`config.mk`:
```
export PLATFORM = sky130hd
export DESIGN_NAME = z_result_drain
export DESIGN_NICKNAME = d
export VERILOG_FILES = /design/src/rtl/z_result_drain.sv
export SDC_FILE = /design/constraint.sdc
export NUM_CORES = 1
export LEC_CHECK = 0
export CAP_MARGIN = 5
export CORE_AREA = 5 5 97 90
export DETAILED_ROUTE_END_ITERATION = 8
export DIE_AREA = 0 0 102 95
export GPL_ROUTABILITY_DRIVEN = 0
export HOLD_SLACK_MARGIN = 0.02
export PLACE_DENSITY = 0.84
export SLEW_MARGIN = 5
export SYNTH_ARGS = -nofsm -noshare
export SYNTH_HDL_FRONTEND = slang
export SYNTH_SLANG_ARGS = --single-unit
```
`constraint.sdc`:
```
create_clock -name clock -period 4.3 [get_ports clock]
set_clock_uncertainty 0.15 [all_clocks]
set_input_delay 0.86 -clock clock [delete_from_list [all_inputs] [get_ports clock]]
set_output_delay 0.86 -clock clock [all_outputs]
set_load 0.005 [all_outputs]
```
`src/rtl/z_result_drain.sv`:
```
// Purpose : latch the 64-bit ALU result into ZHI/ZLO and drain it to the 32-bit bus word by word.
// Latency : capture at edge N -> bus_valid with ZLO from edge N; narrow ready at N+1, wide ready at N+2 with ack held.
// Backpr. : a word is held stable on BusOut/dest until bus_ack; captures while busy are dropped and flag overrun.
//
// Ports:
//   clock, clear            - rising-edge clock, synchronous active-high reset
//   C, capture, wide        - ALU result, capture strobe, two-word (MUL/DIV) select
//   ready                   - idle, next capture will be accepted
//   bus_valid, BusOut, dest - word on offer and its destination (00 none, 01 GPR, 10 LO, 11 HI)
//   bus_ack                 - consumer accepts the offered word this cycle
//   ZHI, ZLO                - latched result registers
//   overrun                 - sticky: capture seen while busy

module z_result_drain #(
  parameter int WORD = 32
) (
  input  logic              clock,
  input  logic              clear,
  input  logic [2*WORD-1:0] C,
  input  logic              capture,
  input  logic              wide,
  output logic              ready,
  output logic              bus_valid,
  output logic [WORD-1:0]   BusOut,
  output logic [1:0]        dest,
  input  logic              bus_ack,
  output logic [WORD-1:0]   ZHI,
  output logic [WORD-1:0]   ZLO,
  output logic              overrun
);

  typedef enum logic [1:0] {
    IDLE    = 2'b00,
    SEND_LO = 2'b01,
    SEND_HI = 2'b10
  } state_t;

  localparam logic [1:0] DEST_NONE = 2'b00;
  localparam logic [1:0] DEST_GPR  = 2'b01;
  localparam logic [1:0] DEST_LO   = 2'b10;
  localparam logic [1:0] DEST_HI   = 2'b11;

  state_t state, next_state;
  logic   wide_q;

  // State and result registers. The result is only latched from IDLE, so a
  // word on offer can never change underneath the consumer.
  always_ff @(posedge clock) begin
    if (clear) begin
      state   <= IDLE;
      ZHI     <= '0;
      ZLO     <= '0;
      wide_q  <= 1'b0;
      overrun <= 1'b0;
    end else begin
      state <= next_state;
      if (capture) begin
        if (state == IDLE) begin
          ZLO    <= C[WORD-1:0];
          ZHI    <= C[2*WORD-1:WORD];
          wide_q <= wide;
        end else begin
          // Includes the final-word ack cycle: the block is not ready yet.
          overrun <= 1'b1;
        end
      end
    end
  end

  // Next state and Moore output decode; outputs depend only on state and
  // registered data, never on bus_ack or capture.
  always_comb begin
    next_state = state;
    ready      = 1'b0;
    bus_valid  = 1'b0;
    BusOut     = '0;
    dest       = DEST_NONE;
    case (state)
      IDLE: begin
        ready = 1'b1;
        if (capture) next_state = SEND_LO;
      end
      SEND_LO: begin
        bus_valid = 1'b1;
        BusOut    = ZLO;
        dest      = wide_q ? DEST_LO : DEST_GPR;
        if (bus_ack) next_state = wide_q ? SEND_HI : IDLE;
      end
      SEND_HI: begin
        bus_valid = 1'b1;
        BusOut    = ZHI;
        dest      = DEST_HI;
        if (bus_ack) next_state = IDLE;
      end
      default: begin
        next_state = IDLE;
      end
    endcase
  end

endmodule

```
==> summary.md, run 1 <==
| Metric | Value |
|---|---|
| Status | `complete, no violations` |
| Dpl cells | `620` |
| Net count, final | `about 600` |
| RR Startpoint | `state[0]$_SDFFE_PP0P_` |
| Layout Utilization | `0.635` |
| Synth top cells by count | `nand2_1 (131), dfxtp_1 (68), a21oi_1 (38)` |
| Pwr Density | `312 nW/um2` |
| Initial Util | `0.400` |
| Count leader, synth | `nand2_1` |
| Vias per cell | `roughly 5.1` |
| Syn Std Cell Area | `a little over 3000 um2` |
| Max-cap check violation count | `0` |
| Flops & latches, synth | `around 70` |
| Via count | `roughly 3300` |
| R2R cell count | `6` |
| Design Area, Final | `4900 um2` |
| Hold buffer count at cts | `0` |
| Post-synth top area share | `0.441` |
| Pleak | `roughly 1.7 nW` |
| Setup violators final | `0` |
| Routed WL per cell | `around 16 um` |
| Slowest-stage cell, CP | `ha_1` |
| Core Footprint | `between 7000 and 8000 um2` |
| H-tree Lvls | `3` |
| TritonCTS clock tree | `yes` |
| Async set-reset flop share out of synthesis | `0` |
| Crit path time final | `about 3.5 ns` |
| Gr usage total | `0.201` |
| Wirelength, routed | `10100 um` |
| I/O Buffers | `around 170` |
| Layout cells sized above 1 | `0.0914` |
| RSZ-0062 raised after global routing | `false` |
| Overflow after GRT | `0` |
| R2R Setup Slk | `2.34 ns` |
| Cells after Synth | `roughly 380` |
| Die Height | `~95 um` |
| Worst Setup EP | `BusOut[30]` |
| FF-to-FF End | `state[0]$_SDFFE_PP0P_` |
| Worst-skew pair later-pin latency | `approximately 0.32 ns` |
| DP Area | `4720 um2` |
| CP top delay family | `adder cells` |
| Worst Path Buf+Inv | `2` |
| Critical-path cell list | `inv_1 > ha_1 > nor2b_1 > clkdlybuf4s50_1` |
| Placement row count | `31` |
| Max stage delay on crit path | `0.92 ns` |
| Largest net degree at the start of global routing | `69` |
| Max FO, Critical Path | `35` |
| Synth Warn # | `0` |
| Drt drc | `0` |
| Layout area overhead | `58.8%` |
| Synth Area per Inst | `roughly 8.1 um2` |
| Crit path kind | `reg2out` |
| VDD IR max | `approximately 190 uV` |
| Inserted Diodes | `0` |
| Final period util | `0.812` |
| Max Slew Vio Count | `0` |
| Worst Tran Pin Value | `0.971 ns` |
| DP HPWL | `a little under 7000 um` |
| Post-synth cell types | `21` |
| Fmax | `about 290 MHz` |
| Total power | `1.53 mW` |
| Global-route wire length before repair | `between 15000 and 20000 um` |
| Fin cells | `between 600 and 700` |
| Post-synthesis sequential area ratio | `0.441` |
| Crit. Startpoint | `state[0]$_SDFFE_PP0P_` |
| Synth Flop Type | `dfxtp_1` |
| Clock tree buffer depth | `2` |
| Io pins | `170` |
| Antenna-violating nets left | `0` |
| CTS Sinks | `between 60 and 70` |
| WP depth | `4` |
| Number of global-route vias before repair | `3240` |
| Synth area leader | `dfxtp_1` |
| TritonRoute pass-1 iters | `4` |
| Synth area leaders | `dfxtp_1 (44%), nand2_1 (16%), a21oi_2 (8.8%), a22oi_1 (7.8%), nor2b_1 (7.1%)` |
| Startpoint types | `register` |
| HP Class | `reg2reg` |
| CP arrival | `2.48 ns` |
| Setup Fix Bufs, Post-CTS | `0` |
| Fin Setup TNS | `0 ns` |
| DRT iter0 DRCs | `~120` |
| Die footprint | `~9700 um2` |
| Die Wd | `a little over 100 um` |
| Syn nets | `between 400 and 500` |
| Final hold vios | `0` |
| Slew headroom | `0.353` |
| Worst-path clk slew | `around 0.07 ns` |
| Root buf cell | `clkbuf_8` |
| WP data required | `~3.3 ns` |
| Post-synth EDFFs | `0` |
| Endpoint type of the worst setup path | `output pin` |
| Antenna violations before repair | `0` |
| TritonCTS Buffers | `9` |
| CTS resizes | `0` |
-- worst register-to-register path, delay by kind of cell, from the launching register on --
family	cells	cell delay [ns]
compound gates	3	0.39
fa+ha+maj	1	0.45
buf+inv	2	0.47
flops	1	0.33
-- area by class of cell --
type | count | area [um2]
Fill cell | 660 | 2810
Sequential cell | 68 | 1360
Clock buffer | 13 | 149
Timing Repair Buffer | 172 | 1710
Inverter | 3 | 11.3
Clock inverter | 2 | 35.0
Multi-Input combinational cell | 278 | 1520
Tap cell | 99 | 124
-- layer usage --
layer / vias up / GRT usage / share of wire / routed length [um]
met5: - / 0 / 0 / 0
li1: 1560 / - / - / -
met4: 0 / 0.108 / 0.030 / 306
met3: 26 / 0.0495 / 0.089 / 901
met1: 1519 / 0.251 / 0.41 / 4150
met2: 154 / 0.319 / 0.47 / 4770
-- where the power goes --
part | internal [mW] | total, mW | switching [mW]
clock network | 0.281 | 0.503 | 0.222
registers | 0.672 | 0.707 | 0.0344
logic | 0.178 | 0.319 | 0.141
-- stage by stage --
stage,setup slack [ns],hold slack (ns)
2_1_floorplan,2.15,0.310
3_3_place_gp,1.21,0.304
3_5_place_dp,1.17,0.314
4_1_cts,0.759,0.323
5_1_grt,0.649,0.338
6_report,0.806,0.322
-- registers in the layout, indices dropped and copies added, names as in the netlist --
name	flops
ZHI	32
wide_q	1
state	2
overrun	1
ZLO	32
-- worst min path at each step --
| stage | start | end | cells after the start |
|---|---|---|---|
| after floorplan | overrun$_SDFFE_PP0P_ | overrun$_SDFFE_PP0P_ | 2 |
| after global placement | overrun$_SDFFE_PP0P_ | overrun$_SDFFE_PP0P_ | 2 |
| after detailed placement | ZLO[0]$_SDFFE_PP0P_ | ZLO[0]$_SDFFE_PP0P_ | 2 |
| after CTS | ZHI[16]$_SDFFE_PP0P_ | ZHI[16]$_SDFFE_PP0P_ | 2 |
| after global routing | ZLO[0]$_SDFFE_PP0P_ | ZLO[0]$_SDFFE_PP0P_ | 2 |
| final | ZHI[16]$_SDFFE_PP0P_ | ZHI[16]$_SDFFE_PP0P_ | 2 |
-- cells by family (layout without fill, tap and decap cells) --
| family | count (synthesis) | in the layout | share of synthesized area |
|---|---|---|---|
| AND/OR/NAND/NOR | 170 | 170 | 0.239 |
| adder cells (fa/ha/maj) | 3 | 3 | 0.0122 |
| flip-flops | 68 | 68 | 0.441 |
| AO/OA/AOI/OAI | 105 | 105 | 0.237 |
| buffers and inverters | 36 | 190 | 0.0709 |
-- layout by cell type (no fill, tap or decap) --
cell type	n
clkdlybuf4s50_1	168
nand2_1	130
dfxtp_1	68
a21oi_1	38
nor2b_1	35
a22oi_1	32
a21oi_2	31
clkbuf_8	10
inv_1	3
ha_1	3
clkbuf_1	3
buf_4	3
o21a_1	1
and2_4	1
nand2_4	1
o21bai_1	1
a211oi_1	1
nand2b_1	1
a21o_1	1
nand4b_1	1
nor2_1	1
clkinv_2	1
bufinv_16	1
buf_2	1
(Power assumes the default switching activity.)
==> run 2: changes to the inputs <==
--- a/config.mk
+++ b/config.mk
@@ -6,12 +6,12 @@
 export NUM_CORES = 1
 export LEC_CHECK = 0
 export CAP_MARGIN = 5
-export CORE_AREA = 5 5 97 90
+export CORE_AREA = 5 5 100 93
 export DETAILED_ROUTE_END_ITERATION = 8
-export DIE_AREA = 0 0 102 95
+export DIE_AREA = 0 0 105 98
 export GPL_ROUTABILITY_DRIVEN = 0
 export HOLD_SLACK_MARGIN = 0.02
-export PLACE_DENSITY = 0.84
+export PLACE_DENSITY = 0.79
 export SLEW_MARGIN = 5
 export SYNTH_ARGS = -nofsm -noshare
 export SYNTH_HDL_FRONTEND = slang
==> constraint.sdc (replaced) <==
create_clock -name clock -period 3.65 [get_ports clock]
set_clock_uncertainty 0.15 [all_clocks]
set_input_delay 0.73 -clock clock [delete_from_list [all_inputs] [get_ports clock]]
set_output_delay 0.73 -clock clock [all_outputs]
set_load 0.005 [all_outputs]
==> run 2 against run 1 <==
Effect of this change: worst hold slack got worse by 0.0027 ns; setup slack got worse by 0.38 ns; sequential share of layout area shrank 0.15 points; via count shrank 2.9%; flip-flop and latch count stayed put; utilization is 3.7 points lower; total power up 16%.
==> summary.md, run 2 (synthesis results as in run 1) <==
| Metric | Value |
|---|---|
| Status | `complete, no violations` |
| I/O Buffers | `between 150 and 200` |
| Fmax | `311 MHz` |
| Max stage delay on crit path | `approximately 0.56 ns` |
| Crit path kind | `reg2out` |
| Setup Fix Bufs, Post-CTS | `0` |
| RSZ-0062 raised after global routing | `false` |
| Largest net degree at the start of global routing | `69` |
| Pwr Density | `between 300 and 400 nW/um2` |
| Net count, final | `about 600` |
| Critical-path cell list | `inv_1 > ha_1 > buf_4 > nor2b_1 > clkdlybuf4s50_1` |
| Number of global-route vias before repair | `approximately 3100` |
| Setup violators final | `0` |
| Final hold vios | `0` |
| Initial Util | `0.374` |
| TritonCTS Buffers | `9` |
| Most frequent cells in the layout | `clkdlybuf4s50_1 (168), nand2_1 (130), dfxtp_1 (68), a21oi_1 (38), nor2b_1 (35)` |
| Leading cell type in the layout, fill and taps excluded | `clkdlybuf4s50_1` |
| Wirelength, routed | `~10000 um` |
| Flip-flop and latch area | `between 1000 and 1500 um2` |
| Slowest-stage cell, CP | `ha_1` |
| Vias per cell | `slightly below 5` |
| HP Class | `reg2reg` |
| Max FO, Critical Path | `19` |
| Gr usage total | `0.189` |
| DRT iter0 DRCs | `around 140` |
| Layout area overhead | `59.7%` |
| Placement row count | `32` |
| Inserted Diodes | `0` |
| WP data required | `between 2 and 3 ns` |
| Crit. Startpoint | `state[0]$_SDFFE_PP0P_` |
| Endpoint type of the worst setup path | `output pin` |
| Io pins | `170` |
| Max Slew Vio Count | `0` |
| Die Wd | `105 um` |
| Fin Setup TNS | `0 ns` |
| Worst Path Buf+Inv | `3` |
| CP arrival | `about 2.3 ns` |
| Die Height | `98 um` |
| Drt drc | `0` |
| Startpoint types | `register` |
| Antenna violations before repair | `0` |
| Worst Setup EP | `BusOut[19]` |
| Global-route wire length before repair | `between 15000 and 20000 um` |
| CTS resizes | `0` |
| Via count | `approximately 3200` |
| Antenna-violating nets left | `0` |
| Die footprint | `~10000 um2` |
| Final period util | `0.882` |
| Slew headroom | `0.407` |
| Worst-skew pair later-pin latency | `around 0.32 ns` |
| Core Footprint | `8250 um2` |
| Pleak | `1.69 nW` |
| TritonRoute pass-1 iters | `4` |
| VDD IR max | `between 150 and 200 uV` |
| Root buf cell | `clkbuf_8` |
| WP depth | `5` |
| Hold buffer count at cts | `0` |
| CP top delay family | `buffers and inverters` |
| Routed WL per cell | `~16 um` |
| FF-to-FF End | `ZLO[25]$_SDFFE_PP0P_` |
| Worst-path clk slew | `~0.070 ns` |
| R2R Setup Slk | `approximately 1.5 ns` |
| Max-cap check violation count | `0` |
| RR Startpoint | `state[0]$_SDFFE_PP0P_` |
| H-tree Lvls | `3` |
| Fill cells | `754` |
| Top flop regs | `ZHI: 32 flops, ZLO: 32 flops, state: 2 flops` |
| Layout cells sized above 1 | `0.104` |
| Worst Tran Pin Value | `0.890 ns` |
| DP HPWL | `between 7000 and 8000 um` |
| Hold Slack | `between 0.3 and 0.4 ns` |
| TritonCTS clock tree | `yes` |
| CTS Sinks | `between 60 and 70` |
| Clock tree buffer depth | `2` |
| Design Area, Final | `approximately 4900 um2` |
| Overflow after GRT | `0` |
| Multi-input logic area | `~1500 um2` |
| R2R cell count | `6` |
| DP Area | `4760 um2` |
| Layout Utilization | `0.598` |
| Crit path time final | `3.22 ns` |
==> run 2: cell count changes in the layout (fill, tap and decap cells not counted), sizes merged <==
cell	change
buf	+5
bufinv	-1
clkbuf	-1
clkinv	+1
==> run 2: how the worst min path moves through the flow <==
stage / startpoint / to / slack, ns / cells after the start
floorplan: overrun$_SDFFE_PP0P_ / overrun$_SDFFE_PP0P_ / 0.31 / 2
global placement: overrun$_SDFFE_PP0P_ / overrun$_SDFFE_PP0P_ / 0.30 / 2
detailed placement: ZHI[13]$_SDFFE_PP0P_ / ZHI[13]$_SDFFE_PP0P_ / 0.31 / 2
CTS: ZHI[13]$_SDFFE_PP0P_ / ZHI[13]$_SDFFE_PP0P_ / 0.32 / 2
global route: ZHI[29]$_SDFFE_PP0P_ / ZHI[29]$_SDFFE_PP0P_ / 0.34 / 2
finish: ZHI[29]$_SDFFE_PP0P_ / ZHI[29]$_SDFFE_PP0P_ / 0.32 / 2
==> run 2: worst min-delay path, cell delays in order (launching register included) <==
cell	delay (ns)
dfxtp_1	0.32
nand2_1	0.05
a21oi_1	0.05
==> run 2: power breakdown <==
part	total (mW)	switching, mW	internal, mW
Clock	0.553	0.260	0.293
Combinational	0.382	0.168	0.214
Sequential	0.832	0.0401	0.792
==> run 2: layout make-up <==
type / count / area share
Inverter: 3 / 0.00228
Multi-Input combinational cell: 278 / 0.306
Sequential cell: 68 / 0.276
Tap cell: 102 / 0.0259
Clock inverter: 2 / 0.00203
Clock buffer: 12 / 0.0335
Timing Repair Buffer: 177 / 0.354
==> run 2: metal layers <==
layer,GRT usage,vias up,wire length (um)
li1,-,1576,-
met1,0.224,1458,4370
met2,0.328,121,4900
met3,0.0588,8,870
met4,0.0560,0,90
met5,0,-,0
==> run 2: stage by stage <==
step                      instances  setup WS (ns)  total power, mW
after floorplan                 382           1.63             1.02
after global placement          628          0.852             1.22
after detailed placement        628          0.760             1.23
after CTS                       642          0.394             1.79
after global routing            642          0.261             1.86
final                           642          0.431             1.77
